File: src/rtl/cache_bus_arbiter.sv
// Two-master arbiter sharing one sram-like memory port between I-cache and D-cache.
// One transaction in flight; the winning request is latched to keep the bus stable.
module cache_bus_arbiter #(
    parameter int FIXED_PRIO = 1
) (
    input  logic        clk,
    input  logic        rst,

    input  logic        inst_req,
    input  logic        inst_wr,
    input  logic [1:0]  inst_size,
    input  logic [31:0] inst_addr,
    input  logic [31:0] inst_wdata,
    output logic [31:0] inst_rdata,
    output logic        inst_addr_ok,
    output logic        inst_data_ok,

    input  logic        data_req,
    input  logic        data_wr,
    input  logic [1:0]  data_size,
    input  logic [31:0] data_addr,
    input  logic [31:0] data_wdata,
    output logic [31:0] data_rdata,
    output logic        data_addr_ok,
    output logic        data_data_ok,

    output logic        mem_req,
    output logic        mem_wr,
    output logic [1:0]  mem_size,
    output logic [31:0] mem_addr,
    output logic [31:0] mem_wdata,
    input  logic [31:0] mem_rdata,
    input  logic        mem_addr_ok,
    input  logic        mem_data_ok
);

    typedef enum logic [1:0] {
        S_IDLE = 2'd0,
        S_ADDR = 2'd1,
        S_DATA = 2'd2
    } state_t;

    state_t      r_state;
    logic        r_owner;
    logic        r_last_owner;
    logic        r_wr;
    logic [1:0]  r_size;
    logic [31:0] r_addr;
    logic [31:0] r_wdata;

    logic        w_addr_hs;
    logic        w_done;
    logic        w_any_req;
    logic        w_arb;
    logic        w_win_data;

    // Address handshake only counts while the request is on the bus.
    assign w_addr_hs = (r_state == S_ADDR) && mem_addr_ok;

    // Completion: data_ok in DATA, or together with the address handshake.
    assign w_done = mem_data_ok && ((r_state == S_DATA) || w_addr_hs);

    assign w_any_req = inst_req | data_req;

    // Grant opportunities: bus idle, or the current transaction finishing.
    assign w_arb = w_any_req && ((r_state == S_IDLE) || w_done);

    // Data wins alone, or on a tie with fixed priority, or when inst went last.
    assign w_win_data = data_req
                      && (!inst_req || (FIXED_PRIO != 0) || !r_last_owner);

    // Transaction FSM with latched request fields.
    always_ff @(posedge clk or posedge rst) begin
        if (rst) begin
            r_state      <= S_IDLE;
            r_owner      <= 1'b0;
            r_last_owner <= 1'b0;
            r_wr         <= 1'b0;
            r_size       <= 2'd0;
            r_addr       <= 32'd0;
            r_wdata      <= 32'd0;
        end else if (w_arb) begin
            r_state      <= S_ADDR;
            r_owner      <= w_win_data;
            r_last_owner <= w_win_data;
            r_wr         <= w_win_data ? data_wr    : inst_wr;
            r_size       <= w_win_data ? data_size  : inst_size;
            r_addr       <= w_win_data ? data_addr  : inst_addr;
            r_wdata      <= w_win_data ? data_wdata : inst_wdata;
        end else if (w_done) begin
            r_state      <= S_IDLE;
        end else if (w_addr_hs) begin
            r_state      <= S_DATA;
        end
    end

    assign mem_req   = (r_state == S_ADDR);
    assign mem_wr    = r_wr;
    assign mem_size  = r_size;
    assign mem_addr  = r_addr;
    assign mem_wdata = r_wdata;

    assign inst_addr_ok = w_addr_hs && !r_owner;
    assign data_addr_ok = w_addr_hs &&  r_owner;
    assign inst_data_ok = w_done    && !r_owner;
    assign data_data_ok = w_done    &&  r_owner;

    assign inst_rdata = mem_rdata;
    assign data_rdata = mem_rdata;

endmodule

File: config.mk
export PLATFORM = sky130hd
export DESIGN_NAME = cache_bus_arbiter
export DESIGN_NICKNAME = d
export VERILOG_FILES = /design/src/rtl/cache_bus_arbiter.sv
export SDC_FILE = /design/constraint.sdc
export NUM_CORES = 1
export LEC_CHECK = 0
export BUFFER_PORTS_ARGS = -buffer_cell sky130_fd_sc_hd__buf_2
export CAP_MARGIN = 20
export CORE_MARGIN = 5
export CORE_UTILIZATION = 30
export DETAILED_ROUTE_END_ITERATION = 12
export PLACE_DENSITY = 0.68
export SKIP_LAST_GASP = 1
export SYNTH_ARGS = -nofsm -noshare
export SYNTH_HDL_FRONTEND = slang
export SYNTH_SLANG_ARGS = --single-unit
export TNS_END_PERCENT = 20
File: constraint.sdc
create_clock -name clk -period 2 [get_ports clk]
set_clock_uncertainty 0.1 [all_clocks]
set_input_delay 0.3 -clock clk [delete_from_list [all_inputs] [get_ports clk]]
set_output_delay 0.3 -clock clk [all_outputs]
set_load 0.02 [all_outputs]
* Word-level counts from Yosys, hierarchy flattened
Cells that the tools add are included.
** Word-level totals
- Flip-flop bits (word level) :: 70
- Latch bits :: 0
- RAM bits :: 0
- Memory bits (read-only) :: 0
- Bits of input ports :: 172
- Output and inout bits :: 136
- Logic and storage cells :: 28
- Memories :: 0
** Cells by class
- $add $sub $neg :: 0
- Multiply operators :: 0
- Div/mod/pow operators :: 0
- $lt $le $gt $ge :: 0
- Equality and inequality tests :: 2
- Shifts and indexed selects :: 0
- Multiplexer cells :: 7
- Bitwise gates (word level) :: 1
- Reduce and logical (&&, ||, !) cells :: 12
** Operator list (number)
- 32-bit 2-to-1 mux :: 2
- 2-bit 2-to-1 mux :: 4
- 1-bit logical AND :: 7
- 3-bit nonzero test :: 1
- 2-bit by 1-bit equality test with 1-bit output, second input constant :: 1
- 2-bit equality test, second input constant :: 1
- 2-bit logical NOT :: 1
- 1-bit logical OR :: 2
- 1-bit logical NOT :: 1
- 1-bit 2-to-1 mux :: 1
- 1-bit OR :: 1

* Longest topological paths before layout
Gate-level depths: netlist of run 1.
- Depth in word-level cells :: 7
- Depth in mapped cells :: 6
- Depth with buffers taken out :: 3

* Worst setup path before layout of run 1
Ideal clock, no wire load.
- Path kind :: input port to flip-flop
- Start :: in data_req
- End :: reg r_wdata[16], in the netlist mem_wdata[16]
- Library setup time :: 0.127 ns
- Arrival time :: 1.596 ns
- Data required time :: 1.773 ns
- Slack :: 0.177 ns
- Stages on the path :: 5
- Path buffers :: 3
- Cell sequence :: buf_2 -> buf_2 -> clkbuf_1 -> mux2_2 -> mux2_1
** Between the ends
- Word-level cells in the longest chain between the ends :: 2
- Elaborated cells between the ends (all ways) :: 3
- Classes of those cells :: mux (1); bitwise (1); reduce/logical (1)
** Ends and longest elaborated chain
- start, declared :: RTL line 18 : input logic data_req,
- 1-bit OR :: RTL line 63 : assign w_any_req = inst_req | data_req;
- 1-bit logical AND :: RTL line 66 : assign w_arb = w_any_req && ((r_state == S_IDLE) || w_done);
- end signal, assigned :: RTL line 89 : r_wdata <= w_win_data ? data_wdata : inst_wdata;
- end, declared :: RTL line 49 : logic [31:0] r_wdata;
Parallel ways exist; a longest one is shown, timed or not.
A chain may end at the register's enable or synchronous reset.

* Final worst setup path of run 1
- Start :: reg r_state[0]
- End :: reg r_addr[2], in the netlist mem_addr[2]
** Between the ends
- Word-level cells in the longest chain between the ends :: 6
- Elaborated cells between the ends (all ways) :: 8
- Classes of those cells :: eq/ne (2); reduce/logical (6)
** Ends and longest elaborated chain
- start, declared :: RTL line 43 : state_t r_state;
- start signal, assigned :: RTL line 75 : r_state <= S_IDLE;
- start signal, assigned :: RTL line 83 : r_state <= S_ADDR;
- start signal, assigned :: RTL line 91 : r_state <= S_IDLE;
- 2-bit by 1-bit equality test with 1-bit output :: RTL line 58 : assign w_addr_hs = (r_state == S_ADDR) && mem_addr_ok;
- 1-bit logical AND :: RTL line 58
- 1-bit logical OR :: RTL line 61 : assign w_done = mem_data_ok && ((r_state == S_DATA) || w_addr_hs);
- 1-bit logical AND :: RTL line 61
- 1-bit logical OR (*) :: RTL line 66
- 1-bit logical AND (*) :: RTL line 66
- end signal, assigned :: RTL line 88 : r_addr <= w_win_data ? data_addr : inst_addr;
- end, declared :: RTL line 48 : logic [31:0] r_addr;
Every way passes the cells marked *; elsewhere a longest branch is shown, timed or not.

==> results of run 1 <==
stage by stage:
step | instance area (sq um) | power [W] | hold WS (ns)
2_1_floorplan | 3994 | 0.005038 | 0.3082
3_3_place_gp | 4788 | 0.005987 | 0.3327
3_5_place_dp | 4788 | 0.006104 | 0.3417
4_1_cts | 5055 | 0.007582 | 0.1201
5_1_grt | 5055 | 0.007912 | 0.1481
6_report | 5055 | 0.007419 | 0.1422
power breakdown:
| group | internal (W) | total (W) | switching (W) |
|---|---|---|---|
| logic | 0.00157 | 0.00348 | 0.00191 |
| clock network | 0.000854 | 0.00141 | 0.000551 |
| registers | 0.00216 | 0.00253 | 0.000376 |
metal layers:
layer	share of wire, %	vias up	wire length [microns]	track usage (%)
li1	-	1304	-	-
met1	34	1334	3741	13.68
met2	55	180	6127	27.08
met3	9.0	17	998	5.373
met4	1.9	0	214	6.122
met5	0	-	0	0.3096
how the worst max path moves through the flow:
| stage | slack (ns) | start | to |
|---|---|---|---|
| 6_report | 0.11 | r_state[0] | mem_addr[2] |
| 5_1_grt | 0.02 | r_state[0] | mem_wdata[27] |
| 4_1_cts | 0.1 | r_state[0] | mem_wdata[26] |
| 3_5_place_dp | 0.11 | r_state[0] | mem_addr[2] |
| 2_1_floorplan | 0.18 | data_req | mem_wdata[16] |
| 3_3_place_gp | 0.18 | r_state[0] | mem_addr[26] |
worst reg2reg max path: stages, from the launching register on:
cell and delay (ns):
dfrtp_1 0.42, nand2b_1 0.25, a32oi_4 0.33, buf_12 0.27, mux2_2 0.39
sequential cells by signal, summed over array words and instances, names as in the netlist:
name       count
mem_addr      32
mem_size       2
mem_wdata     32
mem_wr         1
r_owner        1
r_state        2
cell type report:
type,instances,area share [%]
clock buffers,12,4.876
clock inverters,2,0.1980
inverters,4,0.3713
well taps,176,4.356
multi-input cells,154,32.57
repair buffers,218,22.97
flip-flops and latches,70,34.65
placed cells by master, fill, tap and decap left out, drive strengths merged, types with 2 or more instances in the layout:
master / n
nor3: 2
nand2b: 2
nand2: 2
a31oi: 2
dfrtp: 70
inv: 3
buf: 217
clkinv: 2
nor2b: 2
mux2: 134
o21ai: 2
nor2: 2
clkbuf: 12
kinds of logic (layout without fill, tap and decap cells):
group | count (synthesis) | count (layout) | share of synthesized area (%)
AO/OA/AOI/OAI | 7 | 7 | 1.349
buffers and inverters | 83 | 236 | 15.11
flip-flops | 70 | 70 | 43.90
multiplexers | 134 | 134 | 37.82
AND/OR/NAND/NOR | 13 | 13 | 1.819
==> reports/qor_table.md, run 1 <==
| Metric | This run | Unit |
|:---|:---|:---|
| Run status | completed | - |
| Most instantiated flip-flop cell in the synthesis netlist | dfrtp_1 | - |
| Number of synthesized register bits | 70 | - |
| Remaining antenna violation count after routing | 0 | - |
| Worst slew margin relative to its limit | 72.95 | % |
| Cts repair resizes | 0 | - |
| DIE WIDTH | 125.3 | microns |
| Destination of the worst hold path | r_state[1] | - |
| Number of buffers added by the clock tree synthesis step | 9 | - |
| Worst min-delay path class | primary input to flop | - |
| FF-to-FF End | mem_addr[2] | - |
| Final count of negative-setup-slack endpoints | 0 | - |
| Number of cells in the finished layout apart from fillers | 636 | - |
| Critical path start-end classification | flop to flop | - |
| Maximum clock frequency | 528.9 | MHz |
| Average cell area after synthesis | 13.00 | sq um |
| Maximum number of pins on one net before global-route repair | 71 | - |
| Post-synthesis async set-or-reset flop share | 100.0 | % |
| DR vias/cell | 4.458 | - |
| Fraction of layout cells with a size suffix above 1 | 76.09 | % |
| Share of the synthesized area in the top cell type | 43.90 | % |
| Drt wl/cell | 17.42 | microns |
| Total setup buffers inserted after CTS | 0 | - |
| Gate family responsible for the most delay along the worst path | flip-flops | - |
| Total count of hold-check failures in the final report | 0 | - |
| Cell type with the largest total area after synthesis | dfrtp_1 | - |
| Minimum period implied by the final worst setup slack | 1.891 | ns |
| Unrepaired setup endpoints after global routing | no | - |
| Ports | 308 | - |
| Worst setup slack after layout | 0.1093 | ns |
| Initial antenna violation count | 0 | - |
| Clk sink count | 70 | - |
| Global-route wire length before repair | 17750 | microns |
| Number of rows in the core area | 42 | - |
| Ratio of total power to cell area | 1468 | mW/mm^2 |
| Highest fanout seen on the critical path | 38 | - |
| Synthesis warning total | 0 | - |
| Final Max Slew Viols | 0 | - |
| Area Overhead vs Synth | 26.69 | % |
| Count of hold-fix buffers inserted at cts | 1 | - |
| First DRT Iteration DRCs | 74 | - |
| Startpoint type of the worst setup path | flop | - |
| Post-route DRC violation count | 0 | - |
| Storage element area | 0.001752 | sq mm |
| Starting density of the core | 30.37 | % |
| Clock Latency Late Sink | 0.33 | ns |
| Arrival time at the worst endpoint | 2.00 | ns |
| Congestion Overflow GR | 0 | - |
| Final design utilization | 38.48 | % |
| Post-place setup slack | 0.1053 | ns |
| Clock transition time at the flip-flop clock pins of the worst setup and hold paths | 0.06 | ns |
| Buffer type at the clock tree root | clkbuf_16 | - |
| Cell area after synthesis | 0.003990 | sq mm |
| Library cells used by synthesis | 22 | - |
| Measured slew at the worst slew-check pin | 0.4057 | ns |
| CP Capture Type | flop | - |
| Vias in the first global route | 3318 | - |
| Reported max-cap violation count | 0 | - |
| Height of the die | 125.3 | microns |
| Startpoint of the tightest hold check path | mem_data_ok | - |
| Instance count on the critical path | 4 | - |
| Diode count | 0 | - |
| Clock buffer depth | 2 | - |
| Global routing usage summed across all routing layers | 14.28 | % |
| Pre-Repair DR Iteration Count | 4 | - |
| Vias after detailed routing | 2835 | - |
| Worst flop-to-flop path startpoint | r_state[0] | - |
| Area of the die | 0.01571 | sq mm |
| Ratio of final minimum period to clock period | 94.53 | % |
| Buffers added on ports | 211 | - |
| Number of cells in the design after placement | 621 | - |
| Leakage | 2.414 | nW |
| Setup total negative slack | 0 | ns |
| Minimum setup slack among reg-to-reg paths | 0.11 | ns |
| CTS tree | yes | - |
| Share of synthesized area occupied by flip-flops and latches | 43.90 | % |
| Core region area | 0.01314 | sq mm |
| Post-synth EDFFs | 0 | - |
| Maximum cell stage delay along the critical path | 0.42 | ns |
| Chain of cells forming the critical path | nand2b_1, a32oi_4, buf_12, mux2_2 | - |
| Wirelength, routed | 11080 | microns |
| Max VDD drop | 0.6369 | mV |
| Fillers | 1312 | - |
| CP required | 2.11 | ns |
| Dominant cells by area after synthesis | dfrtp_1 (44%), mux2_2 (34%), buf_4 (13%) | - |
| Standard cell with the maximum stage delay on the critical path | dfrtp_1 | - |
| Count of mapped cells out of synthesis | 307 | - |
| Final weighted congestion in routability-driven placement | 0.7441 | - |
| Total nets after synthesis | 479 | - |
| Count of nets after finishing | 629 | - |
| Half-perimeter wire length after detailed placement | 8857 | microns |
| Hold depth | 2 | - |
| Register-to-Register Path Depth | 4 | - |
| Top-count cell post-synth | mux2_2 | - |
| Footprint of the multi-input gates | 0.001647 | sq mm |
| CP Buf/Inv Count | 1 | - |
| Most instantiated cells after synthesis | mux2_2 (119), dfrtp_1 (70), buf_4 (68), mux2_1 (15) | - |
| CTS H-tree depth | 3 | - |
Power figures use the tool's default switching activity.
==> run 2, diff against run 1 <==
--- a/config.mk
+++ b/config.mk
@@ -7,10 +7,13 @@
 export LEC_CHECK = 0
 export BUFFER_PORTS_ARGS = -buffer_cell sky130_fd_sc_hd__buf_2
 export CAP_MARGIN = 20
-export CORE_MARGIN = 5
-export CORE_UTILIZATION = 30
+export CELL_PAD_IN_SITES_DETAIL_PLACEMENT = 0
+export CELL_PAD_IN_SITES_GLOBAL_PLACEMENT = 1
+export CORE_MARGIN = 4
+export CORE_UTILIZATION = 26
 export DETAILED_ROUTE_END_ITERATION = 12
-export PLACE_DENSITY = 0.68
+export PLACE_DENSITY = 0.79
+export SETUP_SLACK_MARGIN = 0.15
 export SKIP_LAST_GASP = 1
 export SYNTH_ARGS = -nofsm -noshare
 export SYNTH_HDL_FRONTEND = slang
==> run 2 against run 1 <==
Against the previous run:
- utilization shrank 2.8 points
- sequential power is essentially flat
- design area grew 6.9%
- sequential share of layout area shrank 2.2 points
- combinational power grew 15%
- critical path depth grew 1
- first-iteration DRC count grew 1.4%
- count of clock-buffer cells in the layout shrank 1
- largest cell class unchanged
- global-route usage shrank 1.8 points
- critical endpoint is now mem_wdata[25]
- largest power group unchanged
==> reports/qor_table.md, run 2 (synthesized netlist as in run 1, its figures left out) <==
| Metric | This run | Unit | Change |
|:---|:---|:---|:---|
| Remaining antenna violation count after routing | 0 | - | unchanged |
| Setup total negative slack | 0 | ns | unchanged |
| Ratio of total power to cell area | 1583 | mW/mm^2 | was 1468 mW/mm^2 |
| Global-route wire length before repair | 17280 | microns | was 17750 microns |
| CP Buf/Inv Count | 2 | - | was 1 |
| Buffers added on ports | 211 | - | unchanged |
| Commonest non-fill, non-tap cell in the layout | buf_2 | - | unchanged |
| Final Max Slew Viols | 0 | - | unchanged |
| Ports | 308 | - | unchanged |
| Run status | completed | - | unchanged |
| Arrival time at the worst endpoint | 2.03 | ns | was 2.00 ns |
| CP required | 2.12 | ns | was 2.11 ns |
| Area of the die | 0.01739 | sq mm | was 0.01571 sq mm |
| Maximum clock frequency | 521.5 | MHz | was 528.9 MHz |
| Maximum cell stage delay along the critical path | 0.45 | ns | was 0.42 ns |
| Wirelength, routed | 11390 | microns | was 11080 microns |
| Fillers | 1484 | - | was 1312 |
| First DRT Iteration DRCs | 75 | - | was 74 |
| Ratio of final minimum period to clock period | 95.87 | % | was 94.53% |
| Fraction of layout cells with a size suffix above 1 | 79.03 | % | was 76.09% |
| Starting density of the core | 26.34 | % | was 30.37% |
| Gate family responsible for the most delay along the worst path | flip-flops | - | unchanged |
| Final weighted congestion in routability-driven placement | 0.7618 | - | was 0.7441 |
| CTS H-tree depth | 3 | - | unchanged |
| Clock buffer depth | 2 | - | unchanged |
| Highest fanout seen on the critical path | 8 | - | was 38 |
| Worst slew margin relative to its limit | 68.44 | % | was 72.95% |
| Post-route DRC violation count | 0 | - | unchanged |
| Storage element area | 0.001753 | sq mm | was 0.001752 sq mm |
| Standard cell with the maximum stage delay on the critical path | dfrtp_2 | - | was dfrtp_1 |
| Total count of hold-check failures in the final report | 0 | - | unchanged |
| Minimum period implied by the final worst setup slack | 1.917 | ns | was 1.891 ns |
| Clk sink count | 70 | - | unchanged |
| Drt wl/cell | 17.26 | microns | was 17.42 microns |
| Vias after detailed routing | 2898 | - | was 2835 |
| Final count of negative-setup-slack endpoints | 0 | - | unchanged |
| Congestion Overflow GR | 0 | - | unchanged |
| Worst min-delay path class | primary input to flop | - | unchanged |
| Commonest cells after routing, fill and taps aside | buf_2 (211), mux2_2 (108), dfrtp_1 (69) | - | was buf_2 (211), mux2_2 (119), dfrtp_1 (70) |
| Diode count | 0 | - | unchanged |
| Pre-Repair DR Iteration Count | 4 | - | unchanged |
| CP Capture Type | flop | - | unchanged |
| Critical path start-end classification | flop to flop | - | unchanged |
| Core region area | 0.01515 | sq mm | was 0.01314 sq mm |
| Buffer type at the clock tree root | clkbuf_16 | - | unchanged |
| Max VDD drop | 0.5810 | mV | was 0.6369 mV |
| Vias in the first global route | 3174 | - | was 3318 |
| CTS tree | yes | - | unchanged |
| Clock Latency Late Sink | 0.33 | ns | about the same |
| Initial antenna violation count | 0 | - | unchanged |
| Chain of cells forming the critical path | nand3b_1, a32oi_4, buf_6, clkbuf_16, mux2_1 | - | was nand2b_1, a32oi_4, buf_12, mux2_2 |
| Final design utilization | 35.69 | % | was 38.48% |
| Half-perimeter wire length after detailed placement | 8568 | microns | was 8857 microns |
| Number of buffers added by the clock tree synthesis step | 9 | - | unchanged |
| Unrepaired setup endpoints after global routing | yes | - | was no |
| Number of rows in the core area | 45 | - | was 42 |
| Maximum number of pins on one net before global-route repair | 40 | - | was 71 |
| Clock transition time at the flip-flop clock pins of the worst setup and hold paths | 0.06 | ns | about the same |
| DIE WIDTH | 131.9 | microns | was 125.3 microns |
| Global routing usage summed across all routing layers | 12.48 | % | was 14.28% |
| Area Overhead vs Synth | 35.47 | % | was 26.69% |
| Measured slew at the worst slew-check pin | 0.4735 | ns | was 0.4057 ns |
| Reported max-cap violation count | 0 | - | unchanged |
| Leakage | 2.611 | nW | was 2.414 nW |
| DR vias/cell | 4.391 | - | was 4.458 |
| Height of the die | 131.9 | microns | was 125.3 microns |
| Startpoint type of the worst setup path | flop | - | unchanged |
| Footprint of the multi-input gates | 0.001719 | sq mm | was 0.001647 sq mm |
| Count of nets after finishing | 639 | - | was 629 |
run 2: final cells by class:
class / count / share of cell area (%)
Multi-Input combinational cell: 154 / 31.81
Tap cell: 188 / 4.352
Timing Repair Buffer: 228 / 24.19
Clock inverter: 5 / 2.384
Sequential cell: 70 / 32.43
Inverter: 4 / 0.3472
Clock buffer: 11 / 4.491
run 2: power by group:
| part | total [W] | switching, W | leakage [nW] | internal, W |
|---|---|---|---|---|
| registers | 0.00256 | 0.000403 | 0.814 | 0.00216 |
| logic | 0.00401 | 0.00205 | 1.62 | 0.00196 |
| clock network | 0.00199 | 0.000602 | 0.180 | 0.00138 |
run 2: repair_timing:
action	in CTS	in global routing
resized for setup	5	19
setup buffers	3	2
hold buffers	1	0
cloned	1	4
setup endpoints to repair	69	70
pin swaps	1	1
endpoints found under the hold margin	3	0
run 2: final timing paths:
kind	startpoint	slack [ns]	to	cells after the start
max in group asynchronous	rst	0.91	mem_wdata[3]	4
min in group asynchronous	rst	0.54	mem_addr[31]	4
setup reg to reg	r_state[1]	0.08	mem_wdata[25]	5
hold / removal	mem_data_ok	0.14	r_state[1]	2
hold reg to reg	mem_wdata[11]	0.39	mem_wdata[11]	1
setup / recovery	r_state[1]	0.08	mem_wdata[25]	5
run 2: layer usage:
metal  wire length [microns]  share of wire [%]  track usage [%]
met2                    5900                 52            22.26
met3                    1089                9.6            4.466
met1                    4030                 35            12.69
met5                       0                  0                0
met4                     372                3.3            6.826
run 2: through the flow:
stage | power, W | hold WS (ns) | setup WS [ns] | std cells | cell area [sq um]
6_report | 0.008559 | 0.1430 | 0.08259 | 660 | 5405
2_1_floorplan | 0.005038 | 0.3082 | 0.1768 | 307 | 3994
5_1_grt | 0.009046 | 0.1678 | 0.01759 | 660 | 5405
4_1_cts | 0.008310 | 0.09944 | 0.07868 | 654 | 5234
3_5_place_dp | 0.006092 | 0.3647 | 0.07472 | 633 | 4791
3_3_place_gp | 0.006009 | 0.3417 | 0.1356 | 633 | 4791
